[config.mk]
export PLATFORM = sky130hd
export DESIGN_NAME = inference_sequencer_flat
export DESIGN_NICKNAME = d
export VERILOG_FILES = /design/src/rtl/inference_sequencer_if.sv /design/src/rtl/inference_sequencer.sv /design/src/flat_wrapper.sv
export SDC_FILE = /design/constraint.sdc
export NUM_CORES = 1
export LEC_CHECK = 0
export BUFFER_PORTS_ARGS = -buffer_cell sky130_fd_sc_hd__buf_4
export CORE_MARGIN = 2
export CORE_UTILIZATION = 55
export DETAILED_ROUTE_END_ITERATION = 16
export PLACE_DENSITY = 0.82
export SYNTH_ARGS = -nofsm -noshare
export SYNTH_HDL_FRONTEND = slang
export SYNTH_SLANG_ARGS = --single-unit
[constraint.sdc]
create_clock -name clk -period 3.5 [get_ports clk]
set_input_delay 0.175 -clock clk [delete_from_list [all_inputs] [get_ports clk]]
set_output_delay 0.175 -clock clk [all_outputs]
set_load 0.01 [all_outputs]
[src/rtl/inference_sequencer_if.sv]
// Bundle of SPI receive, image-buffer write and BNN control/result signals
// around the inference sequencer. master = sequencer, slave = its surroundings.
interface inference_sequencer_if;
    logic [7:0] spi_rx_data;
    logic       spi_byte_valid;
    logic       byte_taken;
    logic       buffer_write_request;
    logic       buffer_write_ready;
    logic [7:0] buffer_write_data;
    logic       buffer_full;
    logic       buffer_empty;
    logic       clear;
    logic       bnn_enable;
    logic       result_ready;
    logic [3:0] result_out;
    logic [3:0] result_latched;
    logic       result_valid;
    logic [3:0] status_code;

    modport master (
        input  spi_rx_data, spi_byte_valid, buffer_write_ready, buffer_full,
               buffer_empty, result_ready, result_out,
        output byte_taken, buffer_write_request, buffer_write_data, clear,
               bnn_enable, result_latched, result_valid, status_code
    );

    modport slave (
        output spi_rx_data, spi_byte_valid, buffer_write_ready, buffer_full,
               buffer_empty, result_ready, result_out,
        input  byte_taken, buffer_write_request, buffer_write_data, clear,
               bnn_enable, result_latched, result_valid, status_code
    );
endinterface

[src/rtl/inference_sequencer.sv]
// One OCR inference job: command decode, single-frame buffer load, BNN run, result latch.
// Optional RUN watchdog enabled by defining INFERENCE_SEQ_TIMEOUT_EN.
module inference_sequencer #(
    parameter int         IMG_BYTES      = 113,
    parameter int         TIMEOUT_CYCLES = 4096,
    parameter logic [7:0] CMD_LOAD       = 8'hA5,
    parameter logic [7:0] CMD_CLEAR      = 8'hC3
) (
    input  logic                  clk,
    input  logic                  rst_n,
    inference_sequencer_if.master io_seq
);

    // State encoding doubles as the externally visible status code.
    typedef enum logic [3:0] {
        S_IDLE         = 4'h0,
        S_LOAD         = 4'h1,
        S_RUN          = 4'h2,
        S_DONE         = 4'h3,
        S_CLEAR        = 4'h4,
`ifdef INFERENCE_SEQ_TIMEOUT_EN
        S_ERR_TIMEOUT  = 4'hE,
`endif
        S_ERR_OVERFLOW = 4'hF
    } state_t;

    localparam int               CNT_W    = $clog2(IMG_BYTES + 1);
    localparam logic [CNT_W-1:0] IMG_LAST = CNT_W'(IMG_BYTES);

    state_t           r_state;
    logic [CNT_W-1:0] r_byte_cnt;
    logic             r_byte_taken;
    logic             r_write_req;
    logic [7:0]       r_write_data;
    logic             r_clear;
    logic             r_bnn_enable;
    logic [3:0]       r_result_latched;
    logic             r_result_valid;

`ifdef INFERENCE_SEQ_TIMEOUT_EN
    localparam int               TMR_W    = $clog2(TIMEOUT_CYCLES + 1);
    localparam logic [TMR_W-1:0] TMR_LAST = TMR_W'(TIMEOUT_CYCLES - 1);
    logic [TMR_W-1:0] r_run_timer;
`endif

    // A byte still held by SPI in the cycle of our byte_taken pulse is the one
    // just consumed, so it must not be accepted a second time.
    logic w_byte_avail;
    logic w_is_clear;
    logic w_is_load;

    assign w_byte_avail = io_seq.spi_byte_valid && !r_byte_taken;
    assign w_is_clear   = (io_seq.spi_rx_data == CMD_CLEAR);
    assign w_is_load    = (io_seq.spi_rx_data == CMD_LOAD);

    always_ff @(posedge clk) begin
        if (!rst_n) begin
            r_state          <= S_IDLE;
            r_byte_cnt       <= '0;
            r_byte_taken     <= 1'b0;
            r_write_req      <= 1'b0;
            r_write_data     <= 8'h00;
            r_clear          <= 1'b0;
            r_bnn_enable     <= 1'b0;
            r_result_latched <= 4'h0;
            r_result_valid   <= 1'b0;
`ifdef INFERENCE_SEQ_TIMEOUT_EN
            r_run_timer      <= '0;
`endif
        end else begin
            r_byte_taken <= 1'b0;
            r_clear      <= 1'b0;

            case (r_state)
                S_IDLE: begin
                    if (w_byte_avail) begin
                        r_byte_taken <= 1'b1;
                        if (w_is_load) begin
                            r_state    <= S_LOAD;
                            r_byte_cnt <= '0;
                        end else if (w_is_clear) begin
                            r_state          <= S_CLEAR;
                            r_clear          <= 1'b1;
                            r_result_valid   <= 1'b0;
                            r_result_latched <= 4'h0;
                        end
                    end
                end

                S_LOAD: begin
                    if (io_seq.buffer_full) begin
                        if (r_byte_cnt == IMG_LAST) begin
                            r_state      <= S_RUN;
                            r_bnn_enable <= 1'b1;
`ifdef INFERENCE_SEQ_TIMEOUT_EN
                            r_run_timer  <= '0;
`endif
                        end else begin
                            r_state     <= S_ERR_OVERFLOW;
                            r_write_req <= 1'b0;
                        end
                    end else if (r_write_req) begin
                        if (io_seq.buffer_write_ready) begin
                            r_write_req <= 1'b0;
                            r_byte_cnt  <= r_byte_cnt + 1'b1;
                        end
                    end else if (w_byte_avail && (r_byte_cnt != IMG_LAST)) begin
                        // Inside a frame every byte is image data, CMD_CLEAR included.
                        r_write_data <= io_seq.spi_rx_data;
                        r_write_req  <= 1'b1;
                        r_byte_taken <= 1'b1;
                    end
                end

                S_RUN: begin
                    if (io_seq.result_ready) begin
                        r_state          <= S_DONE;
                        r_bnn_enable     <= 1'b0;
                        r_result_latched <= io_seq.result_out;
                        r_result_valid   <= 1'b1;
                    end
`ifdef INFERENCE_SEQ_TIMEOUT_EN
                    else if (r_run_timer == TMR_LAST) begin
                        r_state      <= S_ERR_TIMEOUT;
                        r_bnn_enable <= 1'b0;
                    end else begin
                        r_run_timer <= r_run_timer + 1'b1;
                    end
`endif
                end

`ifdef INFERENCE_SEQ_TIMEOUT_EN
                S_DONE, S_ERR_TIMEOUT, S_ERR_OVERFLOW: begin
`else
                S_DONE, S_ERR_OVERFLOW: begin
`endif
                    if (w_byte_avail) begin
                        r_byte_taken <= 1'b1;
                        if (w_is_clear) begin
                            r_state          <= S_CLEAR;
                            r_clear          <= 1'b1;
                            r_result_valid   <= 1'b0;
                            r_result_latched <= 4'h0;
                        end
                    end
                end

                S_CLEAR: begin
                    r_state    <= S_IDLE;
                    r_byte_cnt <= '0;
                end

                default: begin
                    r_state <= S_IDLE;
                end
            endcase
        end
    end

    assign io_seq.byte_taken           = r_byte_taken;
    assign io_seq.buffer_write_request = r_write_req;
    assign io_seq.buffer_write_data    = r_write_data;
    assign io_seq.clear                = r_clear;
    assign io_seq.bnn_enable           = r_bnn_enable;
    assign io_seq.result_latched       = r_result_latched;
    assign io_seq.result_valid         = r_result_valid;
    assign io_seq.status_code          = r_state;

endmodule

[src/flat_wrapper.sv]
// flat-port wrapper written by rule: the top's interface ports become plain ports
module inference_sequencer_flat 
#(
    parameter int         IMG_BYTES      = 113,
    parameter int         TIMEOUT_CYCLES = 4096,
    parameter logic [7:0] CMD_LOAD       = 8'hA5,
    parameter logic [7:0] CMD_CLEAR      = 8'hC3
)
  (clk, rst_n, io_seq_spi_rx_data, io_seq_spi_byte_valid, io_seq_buffer_write_ready, io_seq_buffer_full, io_seq_buffer_empty, io_seq_result_ready, io_seq_result_out, io_seq_byte_taken, io_seq_buffer_write_request, io_seq_buffer_write_data, io_seq_clear, io_seq_bnn_enable, io_seq_result_latched, io_seq_result_valid, io_seq_status_code);
  inference_sequencer_if io_seq_i ();
  input  logic clk;
  input  logic rst_n;
  input wire logic [$bits(io_seq_i.spi_rx_data)-1:0] io_seq_spi_rx_data;
  input wire logic [$bits(io_seq_i.spi_byte_valid)-1:0] io_seq_spi_byte_valid;
  input wire logic [$bits(io_seq_i.buffer_write_ready)-1:0] io_seq_buffer_write_ready;
  input wire logic [$bits(io_seq_i.buffer_full)-1:0] io_seq_buffer_full;
  input wire logic [$bits(io_seq_i.buffer_empty)-1:0] io_seq_buffer_empty;
  input wire logic [$bits(io_seq_i.result_ready)-1:0] io_seq_result_ready;
  input wire logic [$bits(io_seq_i.result_out)-1:0] io_seq_result_out;
  output wire logic [$bits(io_seq_i.byte_taken)-1:0] io_seq_byte_taken;
  output wire logic [$bits(io_seq_i.buffer_write_request)-1:0] io_seq_buffer_write_request;
  output wire logic [$bits(io_seq_i.buffer_write_data)-1:0] io_seq_buffer_write_data;
  output wire logic [$bits(io_seq_i.clear)-1:0] io_seq_clear;
  output wire logic [$bits(io_seq_i.bnn_enable)-1:0] io_seq_bnn_enable;
  output wire logic [$bits(io_seq_i.result_latched)-1:0] io_seq_result_latched;
  output wire logic [$bits(io_seq_i.result_valid)-1:0] io_seq_result_valid;
  output wire logic [$bits(io_seq_i.status_code)-1:0] io_seq_status_code;
  assign io_seq_i.spi_rx_data = io_seq_spi_rx_data;
  assign io_seq_i.spi_byte_valid = io_seq_spi_byte_valid;
  assign io_seq_i.buffer_write_ready = io_seq_buffer_write_ready;
  assign io_seq_i.buffer_full = io_seq_buffer_full;
  assign io_seq_i.buffer_empty = io_seq_buffer_empty;
  assign io_seq_i.result_ready = io_seq_result_ready;
  assign io_seq_i.result_out = io_seq_result_out;
  assign io_seq_byte_taken = io_seq_i.byte_taken;
  assign io_seq_buffer_write_request = io_seq_i.buffer_write_request;
  assign io_seq_buffer_write_data = io_seq_i.buffer_write_data;
  assign io_seq_clear = io_seq_i.clear;
  assign io_seq_bnn_enable = io_seq_i.bnn_enable;
  assign io_seq_result_latched = io_seq_i.result_latched;
  assign io_seq_result_valid = io_seq_i.result_valid;
  assign io_seq_status_code = io_seq_i.status_code;
  inference_sequencer #(.IMG_BYTES(IMG_BYTES), .TIMEOUT_CYCLES(TIMEOUT_CYCLES), .CMD_LOAD(CMD_LOAD), .CMD_CLEAR(CMD_CLEAR)) u_core (.clk(clk), .rst_n(rst_n), .io_seq(io_seq_i));
endmodule
* Yosys cells after proc, flatten, opt, wreduce, memory -nomap -nowiden
Cells that the tools add are included.
** Operators by class
- Add/sub/neg operators :: 1
- Equality and inequality tests :: 20
- Multiplexer cells :: 44
- Bitwise operators :: 2
- Reductions and logical operators :: 15
** Operators with widths (count)
- two-way mux 4 bit :: 12
- two-way mux 7 bit :: 5
- case mux 7 bit (3 select lines) :: 1
- two-way mux 1 bit :: 20
- equality test 8 bit (second input constant) :: 2
- case mux 4 bit (4 select lines) :: 1
- != test 2 bit (second input constant) :: 6
- case mux 4 bit (3 select lines) :: 1
- AND reduction 4 bit :: 3
- != test 2 x 1 -> 1 bit (second input constant) :: 5
- equality test 4 x 2 -> 1 bit (second input constant) :: 2
- adder 7 x 1 -> 7 bit (second input constant) :: 1
- equality test 7 bit (second input constant) :: 1
- != test 7 bit (second input constant) :: 1
- case mux 1 bit (2 select lines) :: 3
- AND reduction 6 bit :: 1
- nonzero test 3 bit :: 2
- AND reduction 5 bit :: 1
- equality test 4 x 1 -> 1 bit (second input constant) :: 1
- equality test 4 x 3 -> 1 bit (second input constant) :: 1
- equality test 4 bit (second input constant) :: 1
- zero test 4 bit :: 1
- case mux 1 bit (3 select lines) :: 1
- OR reduction 3 bit :: 1
- other kinds (6) :: 8
** Storage, ports and cells
- Flip-flop bits (word level) :: 28
- Input port bits :: 19
- Output and inout bits :: 21
- Logic and storage cells :: 91

* Longest topological paths before layout
Gate-level depths: netlist of run 1.
- Depth after elaboration :: 7
- Depth in mapped cells :: 8
- Gate-level depth less buffers :: 7

* Worst setup path before layout of run 1
Ideal clock, no wire load.
- Path type :: register to register
- Start :: reg u_core.r_state[2], in the netlist u_core.io_seq.status_code[2]
- End :: reg u_core.r_state[1], in the netlist u_core.io_seq.status_code[1]
- Setup time :: 0.125 ns
- Data arrival time :: 1.505 ns
- Required time :: 3.375 ns
- Setup slack :: 1.870 ns
- Stages on the path, launching flop included :: 7
- Buffers on the path :: 1
- Clock period less this slack :: 1.630 ns
- Cells stage by stage :: dfxtp_1 -> buf_6 -> or3_4 -> o22a_2 -> o32a_2 -> o211ai_2 -> o22ai_1
** Between the ends
- Longest elaborated chain between the ends :: 4
** Ends and longest elaborated chain
- from (decl) :: RTL line inference_sequencer.sv:30 : state_t r_state;
- from (signal assigned) :: RTL line inference_sequencer.sv:58 : r_state <= S_IDLE;
- from (signal assigned) :: RTL line inference_sequencer.sv:79 : r_state <= S_LOAD;
- from (signal assigned) :: RTL line inference_sequencer.sv:82 : r_state <= S_CLEAR;
- equality test 4 x 2 -> 1 bit / equality test 4 bit (equally long branches) :: RTL line inference_sequencer.sv:74 : case (r_state)
- OR reduction 2 bit :: RTL line inference_sequencer.sv:74
- != test 2 x 1 -> 1 bit (no line)
- AND reduction 4 bit (no line)
Parallel ways exist; a longest one is shown, timed or not.
A chain may end at the register's enable or synchronous reset.

* Worst setup path in the final report of run 1
- Start :: reg u_core.r_state[3], in the netlist u_core.io_seq.status_code[3]
- End :: reg u_core.r_byte_cnt[2]
** Between the ends
- Longest elaborated chain between the ends :: 3
** Ends and longest elaborated chain
- equality test 4 x 1 -> 1 bit, or another cell as far along :: RTL line inference_sequencer.sv:74
- != test 2 x 1 -> 1 bit (no line), or another cell as far along
- AND reduction 6 bit (no line)
- to (signal assigned) :: RTL line inference_sequencer.sv:105 : r_byte_cnt <= r_byte_cnt + 1'b1;
- to (decl) :: RTL line inference_sequencer.sv:31 : logic [CNT_W-1:0] r_byte_cnt;
Parallel ways exist; a longest one is shown, timed or not.

==> impl_metrics.ini, run 1 <==
[timing]
slew_headroom_pct = 55.1
rsz0062_at_grt = false
fmax_ghz = 0.500
timing_hold_violations_final = 0
fin_ws_ns = 1.50
setup_violations = 0
skew_ns = 0.00617
setup_tns_ns = 0
period_needed_ns = 2.00
finalCritPeriodShare_pct = 57.1
tightestPinTransition_ns = 0.673
final_max_slew_viol_count = 0

[detailed_routing]
first_iter_violations = 51
viasPerCell = 5.88
first_pass_iters = 4
wl_um = 3510
vias = 1393
wl_per_cell_um = 14.8
antenna_left = 0
drc = 0

[cts]
cts_sinks = 28
htree_levels = 1
clock_latency_ns = 0.33
cts_tree = done
cts_buffers = 3
cts_resized = 0
path_clk_slew_ns = 0.16
cts_buffer_depth = 2
cts-root-buf = clkbuf_4
post-cts-setup-buffers = 0
cts_hold_buf = 0

[die]
io-pin-count = 40
chipHeight_um = 57.6
dieWidth_um = 57.6
core-area_um2 = 2730
die_area_um2 = 3320
start_util_pct = 57.8
rows = 19

[global_routing]
grt_pass1_vias = 1404
antenna_found_initial = 0
grt_overflow = 0
grt_start_max_net_pins = 33
grt_usage_pct = 23.1
grt_pass1_wl_um = 6110

[power]
p_int_w = 0.000458
power_frac_comb_pct = 7.0
vdd_drop_max_mv = 0.250
power_frac_clock_pct = 37.6
power_leakage_nw = 0.703
p_seq_share_pct = 55.5
p_sw_share_pct = 20.9
power_density_nw_per_um2 = 303
switching_power_w = 0.000121

[synth]
synth_edf_count = 0
netlist_area_um2 = 1580
ys_seq_area_share_pct = 35.4
syn_nets = 193
async_flop_share_pct = 0
synthFlopType = dfxtp_1
yosysMostFrequentCell = dfxtp_1
syn_avg_cell_area_um2 = 9.19
synth.top_cells.by_count = 28 x dfxtp_1, 20 x nand2_1, 14 x mux2i_1
yosysTopAreaCell = dfxtp_1
syn_inst = 172
yosys.cell_types.count = 50
synth_top_area_share_pct = 35.4
synth_seq_cells = 28
synth_area_leaders = dfxtp_1 35%, mux2i_1 8.9%, nand2_1 4.7%
ys_warn_count = 0

[setup_path]
worstReg2RegStart = u_core.io_seq.status_code[3]$_SDFFE_PN0P_
crit_path_top_delay_cell = dfxtp_1
critPathTopFamily = flip-flops
cp.arrival_ns = 2.25
worstReg2RegEnd = u_core.r_byte_cnt[2]$_SDFFE_PN0P_
cpPeakStageDelay_ns = 0.78
end_kind = flop
r2r_slack_ns = 1.50
worstSetupStartpointType = flop
worstPathRequired_ns = 3.75
ff2ff_path_depth = 5
cp-startpoint = u_core.io_seq.status_code[3]$_SDFFE_PN0P_
endpoint = u_core.r_byte_cnt[2]$_SDFFE_PN0P_
worst-path-stages = 5
worstSetupPathType = flop to flop
crit_chain = or3_4 -> a31oi_1 -> nor4_4 -> o21ai_0 -> a31o_2
crit_fanout = 12
crit_buf_inv = 0

[placed_design]
dp_hpwl_um = 2540
finalWeightedCongestion = 0.859
place_ws_ns = 1.53
portBuffers = 38

[cells_and_area]
diodes = 0
multiInputGateArea_um2 = 958
area_growth_pct = 20.8
layout-drive-gt1-share_pct = 28.6
nNetsFinal = 228
final_util_pct = 69.9
fillCellCount = 238
seqCellArea_um2 = 561

[job]
drv_cap = 0

[worst_hold_path]
hold_path.class = primary input to flop

[run_status]
outcome = completed
[worst reg2reg max path: stages (launching register included)]
cell and delay, ns:
dfxtp_1 0.78, or3_4 0.27, a31oi_1 0.07, nor4_4 0.37
o21ai_0 0.17, a31o_2 0.27
[power groups by stage]
| stage | clock network [W] | registers [W] | logic [W] |
|---|---|---|---|
| after detailed placement | 0 | 0.000327 | 0.0000396 |
| after global routing | 0.000235 | 0.000321 | 0.0000436 |
| after CTS | 0.000224 | 0.000321 | 0.0000401 |
| final | 0.000217 | 0.000321 | 0.0000402 |
| after global placement | 0 | 0.000327 | 0.0000384 |
| after floorplan | 0 | 0.000327 | 0.0000177 |
[area by class of cell]
cell class                 instances  share of cell area [%]
clock buffer                       3                    1.18
sequential                        28                    29.3
multi-input combinational        133                    50.2
clock inverter                     1                    1.57
inverter                           2                   0.393
tap                               31                    2.03
timing repair buffer              39                    15.3
[metrics by stage]
stage	instances	hold slack (ns)	area (um^2)	total power [W]
finish	237	0.0773	1910	0.000578
detailed placement	233	0.448	1860	0.000367
global route	237	0.0455	1910	0.000600
global placement	233	0.435	1860	0.000366
CTS	237	0.0626	1910	0.000584
floorplan	172	0.317	1580	0.000345
[registers in the layout, indices dropped and copies added (netlist names)]
register                            flops
u_core.io_seq.status_code               4
u_core.io_seq.clear                     1
u_core.io_seq.byte_taken                1
u_core.io_seq.result_valid              1
u_core.io_seq.bnn_enable                1
u_core.r_byte_cnt                       7
u_core.io_seq.buffer_write_request      1
u_core.io_seq.result_latched            4
u_core.io_seq.buffer_write_data         8
[cell families (layout without fill, tap and decap cells)]
group | Yosys count | count (layout) | share of synthesized area, %
simple gates | 75 | 75 | 31.3
compound gates | 40 | 40 | 17.6
flops | 28 | 28 | 35.4
mux | 14 | 14 | 8.86
buf+inv | 11 | 45 | 3.96
fa+ha+maj | 3 | 3 | 2.21
xor+xnor | 1 | 1 | 0.554
[how the worst min path moves through the flow]
stage                                    start                                      endpoint  slack [ns]  depth (start not counted)
final                     io_seq_result_out[3]  u_core.io_seq.result_latched[3]$_SDFFE_PN0P_        0.08                          3
after global routing      io_seq_result_out[3]  u_core.io_seq.result_latched[3]$_SDFFE_PN0P_        0.05                          3
after CTS                 io_seq_result_out[3]  u_core.io_seq.result_latched[3]$_SDFFE_PN0P_        0.06                          3
after detailed placement  io_seq_result_out[3]  u_core.io_seq.result_latched[3]$_SDFFE_PN0P_        0.45                          3
after global placement    io_seq_result_out[2]  u_core.io_seq.result_latched[2]$_SDFFE_PN0P_        0.44                          3
after floorplan           io_seq_result_out[0]  u_core.io_seq.result_latched[0]$_SDFFE_PN0P_        0.32                          2
[placed cells by master (no fill, tap or decap), types with 2 or more instances in the layout]
master and n:
a21oi_1 8, a31o_2 2, a31oi_1 4, and2_1 2
and3_1 3, and4bb_2 2, buf_4 39, clkbuf_4 3
dfxtp_1 28, ha_1 2, inv_1 2, mux2i_1 14
nand2_1 20, nand2b_1 3, nand3_1 3, nand3b_1 5
nor2_1 10, nor2b_1 12, nor4_4 2, o21a_1 4
o21ai_0 10
[per-layer routing]
metal	track usage (%)	part of all wire, %	vias up
li1	-	-	689
met1	28.3	44	653
met2	41.2	51	45
met3	2.90	4.0	6
met4	8.97	1.3	0
met5	0	0	-
(Power assumes the default switching activity.)
==> inputs of run 2 (changes only) <==
CORE_UTILIZATION = 52   (was 55)
PLACE_DENSITY = 0.78   (was 0.82)
clock period = 1.85 ns   (was 3.5 ns; I/O delays follow)
==> impl_metrics.ini, run 2 (synthesized netlist as in run 1, its figures left out) <==
[timing]
hold_slack_ns = 0.0101
rsz0062_at_grt = false
setup_violations = 0
period_needed_ns = 1.68
fmax_ghz = 0.594
tightestPinTransition_ns = 0.447
skew_ns = 0.00467
finalCritPeriodShare_pct = 90.9
timing_hold_violations_final = 0
final_max_slew_viol_count = 0
setup_tns_ns = 0
fin_ws_ns = 0.168
slew_headroom_pct = 70.0

[power]
power_frac_clock_pct = 37.5
power_leakage_nw = 0.772
total_power_w = 0.00110
power_density_nw_per_um2 = 546
p_int_w = 0.000870
power_frac_comb_pct = 7.5
p_sw_share_pct = 21.1
p_seq_share_pct = 55.0
switching_power_w = 0.000232
vdd_drop_max_mv = 0.521

[placed_design]
portBuffers = 38
finalWeightedCongestion = 0.845
dp_hpwl_um = 2850
place_ws_ns = 0.0641

[setup_path]
worstSetupStartpointType = flop
cp.arrival_ns = 1.94
r2r_slack_ns = 0.17
worstReg2RegEnd = u_core.io_seq.buffer_write_data[7]$_SDFFE_PN0P_
worstPathRequired_ns = 2.10
worstSetupPathType = flop to flop
ff2ff_path_depth = 7
crit_fanout = 9
end_kind = flop
worstReg2RegStart = u_core.io_seq.status_code[2]$_SDFFE_PN0P_
cp-startpoint = u_core.io_seq.status_code[2]$_SDFFE_PN0P_
endpoint = u_core.io_seq.buffer_write_data[7]$_SDFFE_PN0P_

[detailed_routing]
top_layer = met4
drc = 0
viasPerCell = 5.82
wl_um = 3830
wl_per_cell_um = 15.2
met2WireLength_um = 1930
routedLengthMet1_um = 1680
vias = 1466
first_pass_iters = 5
antenna_left = 0
route.met3.wl_um = 203
first_iter_violations = 66

[cells_and_area]
diodes = 0
layout-drive-gt1-share_pct = 33.3
multiInputGateArea_um2 = 963
fillCellCount = 233
largest_reg_flops = 8
seqCellArea_um2 = 562
area_growth_pct = 27.7
mostFrequentLayoutCells = 51 x buf_4, 27 x dfxtp_1, 20 x nand2_1
final_util_pct = 67.8
final_common_cell = buf_4
nNetsFinal = 241

[run_status]
outcome = completed

[cts]
htree_levels = 1
cts_tree = done
path_clk_slew_ns = 0.16
clock_latency_ns = 0.34
post-cts-setup-buffers = 0
cts-root-buf = clkbuf_4
cts_buffers = 3
cts_sinks = 28
cts_buffer_depth = 2

[die]
rows = 20
die_area_um2 = 3500
io-pin-count = 40
dieWidth_um = 59.2
start_util_pct = 53.1
core-area_um2 = 2980
chipHeight_um = 59.2

[global_routing]
grt_pass1_vias = 1415
grt_usage_pct = 23.7
grt_start_max_net_pins = 33
antenna_found_initial = 0
grt_overflow = 0
grt_pass1_wl_um = 6400

[job]
drv_cap = 0

[worst_hold_path]
hold_path.class = primary input to flop
run 2: cell count changes in the layout (fill, tap and decap cells not counted), sizes merged:
cell,change
buf,+12
dlygate4sd3,+1
run 2: layer usage:
metal	up-vias	GRT usage, %
met3	4	3.49
met4	0	8.12
li1	718	-
met5	-	0
met1	692	31.3
met2	52	39.4
run 2: timing repair:
item,4_1_cts,5_1_grt
hold endpoints to repair,1,0
resized for setup,0,2
hold buffers,1,0
endpoints found under the setup margin,0,8
run 2: cell type report:
class / instances / share of cell area (%)
Multi-Input combinational cell: 133 / 47.7
Sequential cell: 28 / 27.8
Timing Repair Buffer: 52 / 19.5
Tap cell: 33 / 2.04
Clock inverter: 1 / 1.49
Clock buffer: 3 / 1.12
Inverter: 2 / 0.372
run 2: power by group through the flow:
| stage | Combinational (W) | Clock (W) | Sequential [W] |
|---|---|---|---|
| 2_1_floorplan | 0.0000334 | 0 | 0.000619 |
| 3_3_place_gp | 0.0000773 | 0 | 0.000619 |
| 3_5_place_dp | 0.0000792 | 0 | 0.000619 |
| 4_1_cts | 0.0000814 | 0.000418 | 0.000606 |
| 5_1_grt | 0.0000892 | 0.000439 | 0.000607 |
| 6_report | 0.0000822 | 0.000414 | 0.000606 |
run 2: stage by stage:
step                      cells  cell area (um^2)
final                       252              2020
after global routing        252              2020
after CTS                   252              2010
after detailed placement    247              1950
after global placement      247              1950
after floorplan             172              1580
run 2: worst min-delay path by stage:
stage	from	endpoint	slack, ns	depth (start not counted)
final	io_seq_result_out[1]	u_core.io_seq.result_latched[1]$_SDFFE_PN0P_	0.01	3
after floorplan	io_seq_result_out[0]	u_core.io_seq.result_latched[0]$_SDFFE_PN0P_	0.23	2
after global routing	io_seq_result_out[1]	u_core.io_seq.result_latched[1]$_SDFFE_PN0P_	0.003	3
after detailed placement	io_seq_spi_rx_data[4]	u_core.io_seq.buffer_write_data[4]$_SDFFE_PN0P_	0.37	3
after global placement	io_seq_result_out[1]	u_core.io_seq.result_latched[1]$_SDFFE_PN0P_	0.35	3
after CTS	io_seq_result_out[1]	u_core.io_seq.result_latched[1]$_SDFFE_PN0P_	0.0002	3
run 2: critical path: stages (launching register included):
cell	delay (ns)
dfxtp_1	0.36
buf_4	0.17
nor2_8	0.14
nand3b_1	0.13
nor4b_2	0.26
buf_4	0.24
mux2i_1	0.22
nor2b_1	0.06
